--- src/rtl/wb_pkg.sv ---
// wb_pkg: shared encodings for the writeback stage.
package wb_pkg;
  typedef enum logic [2:0] {LB = 3'd0, LBU = 3'd1, LH = 3'd2, LHU = 3'd3, LW = 3'd4} load_e;
  typedef enum logic {IDLE = 1'b0, WAIT_MEM = 1'b1} state_e;
  localparam logic [4:0] RA_ADDR   = 5'd31;
  localparam logic [4:0] ZERO_ADDR = 5'd0;
endpackage

--- src/rtl/load_align.sv ---
// load_align: big-endian byte/halfword extraction with sign/zero extension and misalignment flag.
module load_align
  import wb_pkg::*;
(
  input  logic [31:0] raw_i,
  input  logic [1:0]  offset_i,
  input  logic [2:0]  load_type_i,
  output logic [31:0] data_o,
  output logic        misaligned_o
);
  logic [7:0]  b;
  logic [15:0] h;
  logic        is_byte, is_half, sext;
  always_comb begin
    b = offset_i == 2'd0 ? raw_i[31:24] : offset_i == 2'd1 ? raw_i[23:16] :
        offset_i == 2'd2 ? raw_i[15:8] : raw_i[7:0];
    h = offset_i[1] ? raw_i[15:0] : raw_i[31:16];
    is_byte = load_type_i == LB || load_type_i == LBU;
    is_half = load_type_i == LH || load_type_i == LHU;
    sext = load_type_i == LB || load_type_i == LH;
    data_o = is_byte ? {{24{sext & b[7]}}, b} : is_half ? {{16{sext & h[15]}}, h} : raw_i;
    // codes 5-7 fall through to the word path
    misaligned_o = is_byte ? 1'b0 : is_half ? offset_i[0] : offset_i != 2'd0;
  end
endmodule

--- src/rtl/writeback_unit.sv ---
// writeback_unit: MEM/WB stage; sole register-file writer, holds loads for memory data, counts retires.
module writeback_unit
  import wb_pkg::*;
#(
  parameter int DATA_W = 32,
  parameter int CNT_W  = 32
) (
  input  logic              clk,
  input  logic              rst,
  input  logic              inValid,
  output logic              inReady,
  input  logic              regWriteIn,
  input  logic              regDest,
  input  logic              linkSel,
  input  logic              memToReg,
  input  logic [2:0]        loadType,
  input  logic [4:0]        rt,
  input  logic [4:0]        rd,
  input  logic [DATA_W-1:0] aluResult,
  input  logic [DATA_W-1:0] pcPlus8,
  input  logic              memRspValid,
  input  logic [DATA_W-1:0] memRspData,
  output logic              regWrite,
  output logic [4:0]        writeReg,
  output logic [DATA_W-1:0] writeData,
  output logic [CNT_W-1:0]  retireCount,
  output logic              alignErr,
  output logic              spuriousRsp
);
  state_e            state_q, state_d;
  logic              reg_write_q, align_err_q, spurious_q, pend_wr_q;
  logic [4:0]        write_reg_q, pend_dest_q, dest;
  logic [DATA_W-1:0] write_data_q, la_data;
  logic [CNT_W-1:0]  cnt_q;
  logic [2:0]        pend_type_q, la_type;
  logic [1:0]        pend_off_q, la_off;
  logic              accept, la_mis, rsp_done;
  always_comb begin
    accept = inValid && state_q == IDLE;
    rsp_done = state_q == WAIT_MEM && memRspValid;
    dest = linkSel ? RA_ADDR : (regDest ? rd : rt);
    state_d = state_q == IDLE ? ((accept && memToReg) ? WAIT_MEM : IDLE) : (memRspValid ? IDLE : WAIT_MEM);
    // one aligner: flags misalignment at accept, formats data while waiting
    la_type = state_q == IDLE ? loadType : pend_type_q;
    la_off = state_q == IDLE ? aluResult[1:0] : pend_off_q;
  end
  load_align u_align (
    .raw_i       (memRspData),
    .offset_i    (la_off),
    .load_type_i (la_type),
    .data_o      (la_data),
    .misaligned_o(la_mis)
  );
  always_ff @(posedge clk) begin
    if (rst) begin
      state_q      <= IDLE;
      reg_write_q  <= 1'b0;
      write_reg_q  <= ZERO_ADDR;
      write_data_q <= '0;
      cnt_q        <= '0;
      align_err_q  <= 1'b0;
      spurious_q   <= 1'b0;
      pend_wr_q    <= 1'b0;
      pend_dest_q  <= ZERO_ADDR;
      pend_type_q  <= 3'd0;
      pend_off_q   <= 2'd0;
    end else begin
      state_q     <= state_d;
      reg_write_q <= 1'b0;
      if (accept && !memToReg) begin
        reg_write_q  <= regWriteIn && dest != ZERO_ADDR;
        write_reg_q  <= dest;
        write_data_q <= linkSel ? pcPlus8 : aluResult;
        cnt_q        <= cnt_q + CNT_W'(1);
      end
      if (accept && memToReg) begin
        pend_wr_q   <= regWriteIn && dest != ZERO_ADDR && !la_mis;
        pend_dest_q <= dest;
        pend_type_q <= loadType;
        pend_off_q  <= aluResult[1:0];
        align_err_q <= align_err_q | la_mis;
      end
      if (rsp_done) begin
        reg_write_q  <= pend_wr_q;
        write_reg_q  <= pend_dest_q;
        write_data_q <= la_data;
        cnt_q        <= cnt_q + CNT_W'(1);
      end
      if (state_q == IDLE && memRspValid) spurious_q <= 1'b1;
    end
  end
  assign inReady     = state_q == IDLE;
  assign regWrite    = reg_write_q;
  assign writeReg    = write_reg_q;
  assign writeData   = write_data_q;
  assign retireCount = cnt_q;
  assign alignErr    = align_err_q;
  assign spuriousRsp = spurious_q;
endmodule

--- config.mk ---
export PLATFORM = sky130hd
export DESIGN_NAME = writeback_unit
export DESIGN_NICKNAME = d
export VERILOG_FILES = /design/src/rtl/wb_pkg.sv /design/src/rtl/load_align.sv /design/src/rtl/writeback_unit.sv
export SDC_FILE = /design/constraint.sdc
export NUM_CORES = 1
export LEC_CHECK = 0
export ABC_CLOCK_PERIOD_IN_PS = 2500
export BUFFER_PORTS_ARGS = -buffer_cell sky130_fd_sc_hd__buf_2
export CAP_MARGIN = 20
export CORE_MARGIN = 1.5
export CORE_UTILIZATION = 40
export CTS_CLUSTER_DIAMETER = 30
export DETAILED_ROUTE_END_ITERATION = 8
export PLACE_DENSITY_LB_ADDON = 0.05
export SETUP_SLACK_MARGIN = 0.5
export SLEW_MARGIN = 20
export SYNTH_ARGS = -nofsm -noshare
export SYNTH_HDL_FRONTEND = slang
export SYNTH_SLANG_ARGS = --single-unit
--- constraint.sdc ---
create_clock -name clk -period 2.5 [get_ports clk]
set_clock_uncertainty 0.05 [all_clocks]
set_input_delay 0.125 -clock clk [delete_from_list [all_inputs] [get_ports clk]]
set_output_delay 0.125 -clock clk [all_outputs]
set_load 0.01 [all_outputs]
* Word-level counts from Yosys, hierarchy flattened *
Index checks and enable logic that the tools add are counted.

operators by class
  add/subtract/negate cells = 1
  equality and inequality tests = 5
  muxes and demuxes = 24
  bitwise logic cells = 4
  reduce and logical (&&, ||, !) cells = 17

operators with widths
  operator                                                               number
  32-bit two-way mux                                                     7
  32-bit by 1-bit adder with 32-bit output, second input constant        1
  8-bit two-way mux                                                      3
  5-bit two-way mux                                                      4
  16-bit two-way mux                                                     1
  1-bit logical AND                                                      7
  1-bit two-way mux                                                      7
  3-bit by 2-bit equality test with 1-bit output, second input constant  2
  5-bit nonzero test                                                     1
  2-bit nonzero test                                                     2
  3-bit by 1-bit equality test with 1-bit output, second input constant  1
  3-bit logical NOT                                                      1
  1-bit logical OR                                                       3
  3-bit two-way mux                                                      1
  1-bit AND                                                              2
  2-bit by 1-bit equality test with 1-bit output, second input constant  1
  2-bit equality test, second input constant                             1
  1-bit logical NOT                                                      2
  2-bit logical NOT                                                      1
  2-bit two-way mux                                                      1
  1-bit NOT                                                              1
  1-bit bitwise OR                                                       1

storage, ports and cells
  bits in registers = 84
  bits of input ports = 117
  word-level logic and storage cells = 62

* Logic depth before layout (Yosys ltp) *
  word-level depth = 8
  gate-level depth with buffers = 9

* Hierarchy *
A second synthesis with hierarchy kept.

unflattened totals
  cells, all modules = 628
  area, all modules = 5081.1 um^2

modules (own cells, without submodules)
  module          times used  cells an instance  area each (um^2)
  writeback_unit  1           508                4159.0
  load_align      1           120                922.1

* Worst setup path before layout *
OpenSTA, ideal clock, no wires.

  path kind = reg2reg
  start point = register state_q
  end point = register write_data_q[7], in the netlist writeData[7]
  arrival = 1.811 ns
  slack = 0.517 ns
  cell stages (with the launch flop) = 7
  buffers on the path = 3
  clock period less this slack = 1.983 ns
  path through = dfxtp_1 -> buf_6 -> buf_6 -> buf_4 -> a31oi_2 -> mux2_2 -> a221o_1

between the ends
  cells in the longest elaborated chain, start to end = 7

ends and longest elaborated chain
  what                            line                  text
  start: declaration              writeback_unit.sv:30  state_e state_q, state_d;
  start signal: assignment        writeback_unit.sv:68  state_q <= state_d;
  2-bit two-way mux               writeback_unit.sv:45  la_off = state_q == IDLE ? aluResult[1:0] : pend_off_q;
  2-bit equality test             load_align.sv:16      offset_i == 2'd2 ? raw_i[15:8] : raw_i[7:0];
  8-bit two-way mux               load_align.sv:16
  8-bit two-way mux (2 in a row)  load_align.sv:15      b = offset_i == 2'd0 ? raw_i[31:24] : offset_i == 2'd1 ? raw_i[23:16] :
  32-bit two-way mux              load_align.sv:21      data_o = is_byte ? {{24{sext & b[7]}}, b} : is_half ? {{16{sext & h[15]}}, h} : raw_i;
  32-bit two-way mux              writeback_unit.sv:83  if (rsp_done) begin
  end signal: assignment          writeback_unit.sv:73  write_data_q <= linkSel ? pcPlus8 : aluResult;
  end signal: assignment          writeback_unit.sv:86  write_data_q <= la_data;
  end: declaration                writeback_unit.sv:33  logic [DATA_W-1:0] write_data_q, la_data;

Parallel ways exist; a longest one is shown, timed or not.
A chain may end at the register's enable or synchronous reset.

* Worst setup path after layout *
  start point = register state_q
  end point = register write_data_q[25], in the netlist writeData[25]

between the ends
  cells in the longest elaborated chain, start to end = 8

ends and longest elaborated chain
  what                            line
  2-bit two-way mux               writeback_unit.sv:45
  2-bit equality test             load_align.sv:16
  8-bit two-way mux               load_align.sv:16
  8-bit two-way mux (2 in a row)  load_align.sv:15
  1-bit AND                       load_align.sv:21
  32-bit two-way mux              load_align.sv:21
  32-bit two-way mux              writeback_unit.sv:83

Parallel ways exist; a longest one is shown, timed or not.

==> results_dict.tcl <==
set metrics [dict create \
    synth_edf_count 0 \
    vias 5128 \
    ios 190 \
    setup_viol 0 \
    grt_max_degree 38 \
    die_h_um 116 \
    synth_area_per_cell_um2 8.57 \
    synthFlopType "dfxtp_1" \
    yosys_warnings 0 \
    relSlewSlack_pct 50.7 \
    rows 41 \
    cts_buffers 9 \
    h-tree-depth 3 \
    hold_class "in -> reg" \
    max_stage_delay_ps 430 \
    fin_area_um2 6690 \
    irDropWorstVdd_uv 267 \
    syn-cell-area_um2 5110 \
    fin_crit_sh_pct 78.9 \
    p_sw_mw 1.02 \
    p_sw_share_pct 28.4 \
    rsz0062_at_grt "yes" \
    first_pass_iters 4 \
    clock_sinks 84 \
    clk_latency_ps 340 \
    overflow 0 \
    port_buffers 189 \
    p_leak_nw 2.83 \
    grtUsageTotal_pct 21.7 \
    whs_ps 35.2 \
    fmax_ghz 0.507 \
    path_cells "buf_12, mux2i_4, nand2_2, a2111oi_4, buf_4, a2111oi_2, nor3_2" \
    placed_area_um2 6140 \
    fin_util_pct 53.4 \
    finalWeightedCongestion 0.873 \
    crit_family "compound AO/OA/AOI/OAI gates" \
    clockPowerShare_pct 39.1 \
    critPathRequiredTime_ps 2720 \
    cp.arrival_ps 2190 \
    crit_path_end_kind "flop" \
    fill_cells 1220 \
    worstMarginPinSlew_ps 740 \
    fin_tns_setup_ps 0 \
    cp_max_fo 8 \
    netlist-cell-type-count 67 \
    p_per_area_nw_per_um2 535 \
    layout.nets 899 \
    worst_slack_ps 526 \
    outcome "complete, no violations" \
    drive_above_1_share_pct 38.3 \
    ys_async_sr_fraction_pct 0 \
    antenna_cells 0 \
    drtAntennaViolNets 0 \
    hold_viol_final 0 \
    syn_to_final_growth_pct 31.0 \
    min_period_ps 1970 \
    route.detailed.drc 0 \
    clkTransAtPathRegs_ps 60 \
    p_int_mw 2.56 \
    die_w_um 116 \
    synth_nets 714 \
    ys_seq_area_share_pct 32.9 \
    clock_path_buffers 2 \
    start_util_pct 40.8 \
    syn_inst 596 \
    cpMaxStageDelayCell "a2111oi_4" \
    grt_pass1_wl_mm 22.8 \
    grt_pass1_vias 4641 \
    pwr-share-seq_pct 40.1 \
    die-area_um2 13500 \
    root_buffer "clkbuf_16" \
    worst-path-buf-inv 2 \
    worstSetupPathType "reg -> reg" \
    pre_cts_slack_ps 236 \
    first_iter_violations 226 \
    hpwl_mm 11.5 \
    avgViaCountPerCell 5.35 \
    critPathLaunchType "flop" \
    maxSlewViolCount 0 \
    maxCapViolCount 0 \
    antenna_found_initial 0 \
    core_um2 12500 \
    comb_power_share_pct 20.8 \
    routedWlPerCell_um 16.3 \
    drt_wl_total_mm 15.6 \
    cts_tree "yes" \
    ys_ff_latch 84 \
]
[state kept, by name, summed over array words and instances (netlist names)]
register     cells
pend_off_q       2
pend_dest_q      5
pend_type_q      3
pend_wr_q        1
spuriousRsp      1
state_q          1
writeReg         5
writeData       32
retireCount     32
alignErr         1
regWrite         1
[logic make-up (layout without fill, tap and decap cells)]
family	count (synthesis)	in the layout	synth area share, %
AOI/OAI and AO/OA	143	143	21.1
muxes	57	58	11.6
adders and majority gates	1	1	0.245
xor gates and xnor gates	21	21	3.60
buffers and inverters	55	244	6.25
DFF	84	84	32.9
and+or+nand+nor	235	235	24.3
[timing repair]
action,CTS,global route
endpoints found under the hold margin,1,0
gates resized for setup,7,16
pin swaps,0,13
setup buffers,0,6
hold buffers,1,0
endpoints found under the setup margin,37,33
gates cloned,0,4
[tightest hold or removal path: stages]
cell and delay (ps):
buf_2 130, a21oi_1 70, nor2_1 70
[power by group through the flow]
stage / sequential, mW / clock (mW) / combinational (mW)
after floorplan: 1.47 / 0 / 0.428
after global placement: 1.46 / 0 / 0.675
after detailed placement: 1.46 / 0 / 0.688
after CTS: 1.43 / 1.43 / 0.698
after global routing: 1.44 / 1.48 / 0.811
final: 1.43 / 1.40 / 0.744
[metrics by stage]
| step | total power, mW | cells |
|---|---|---|
| finish | 3.58 | 958 |
| global route | 3.73 | 958 |
| CTS | 3.56 | 948 |
| detailed placement | 2.15 | 931 |
| global placement | 2.14 | 931 |
| floorplan | 1.90 | 596 |
[synthesized netlist by cell type, types with 6 or more instances]
| master | number | share of area, % |
|---|---|---|
| nand3_1 | 26 | 2.5 |
| a211oi_1 | 19 | 2.8 |
| mux2i_1 | 43 | 8.4 |
| nor3_1 | 20 | 2.0 |
| o22ai_1 | 6 | 0.73 |
| o21ai_0 | 32 | 3.1 |
| mux2_2 | 13 | 2.9 |
| a21oi_1 | 34 | 3.3 |
| a2111oi_2 | 9 | 2.6 |
| inv_1 | 10 | 0.73 |
| nor2_1 | 77 | 5.7 |
| a22oi_1 | 7 | 1.0 |
| and2_1 | 15 | 1.8 |
| nand2_1 | 35 | 2.6 |
| a221oi_1 | 6 | 1.0 |
| buf_6 | 7 | 1.5 |
| xnor2_1 | 17 | 2.9 |
| clkbuf_1 | 14 | 1.0 |
| buf_2 | 15 | 1.5 |
| and3_1 | 6 | 0.73 |
| nor3_2 | 17 | 3.3 |
| dfxtp_1 | 84 | 33 |
| or3_1 | 11 | 1.3 |
[layout make-up]
type                            count  area, um2  area share [%]
Sequential cell                    84       1690            25.2
Tap cell                          172        215            3.22
Multi-Input combinational cell    458       3220            48.1
Clock buffer                       11        253            3.78
Clock inverter                      5       58.8           0.879
Inverter                           10       37.5           0.561
Timing Repair Buffer              218       1220            18.3
[worst paths after layout]
check | end | slack, ps | cells past startpoint | start
worst max-delay path | writeData[25]$_SDFFE_PP0P_ | 530 | 7 | state_q$_SDFF_PP0_
worst min-delay path | spuriousRsp$_SDFFE_PP0P_ | 40 | 3 | memRspValid
worst min register to register | alignErr$_SDFFE_PP0P_ | 420 | 2 | alignErr$_SDFFE_PP0P_
worst max register to register | writeData[25]$_SDFFE_PP0P_ | 530 | 7 | state_q$_SDFF_PP0_
[layer usage]
layer,up-vias,wire length [um],GRT usage (%)
li1,2543,-,-
met1,2413,6740,25.9
met2,149,7670,38.7
met3,23,834,3.66
met4,0,337,8.46
met5,-,0,0
[cell usage in the layout, fill, tap and decap left out, types with 19 or more instances in the layout]
cell type,instances
buf_2,189
dfxtp_1,82
nor2_1,77
mux2i_1,42
nand2_1,34
a21oi_1,33
o21ai_0,32
nand3_1,25
buf_4,23
nor3_1,20
a211oi_1,19
(Power assumes the default switching activity.)
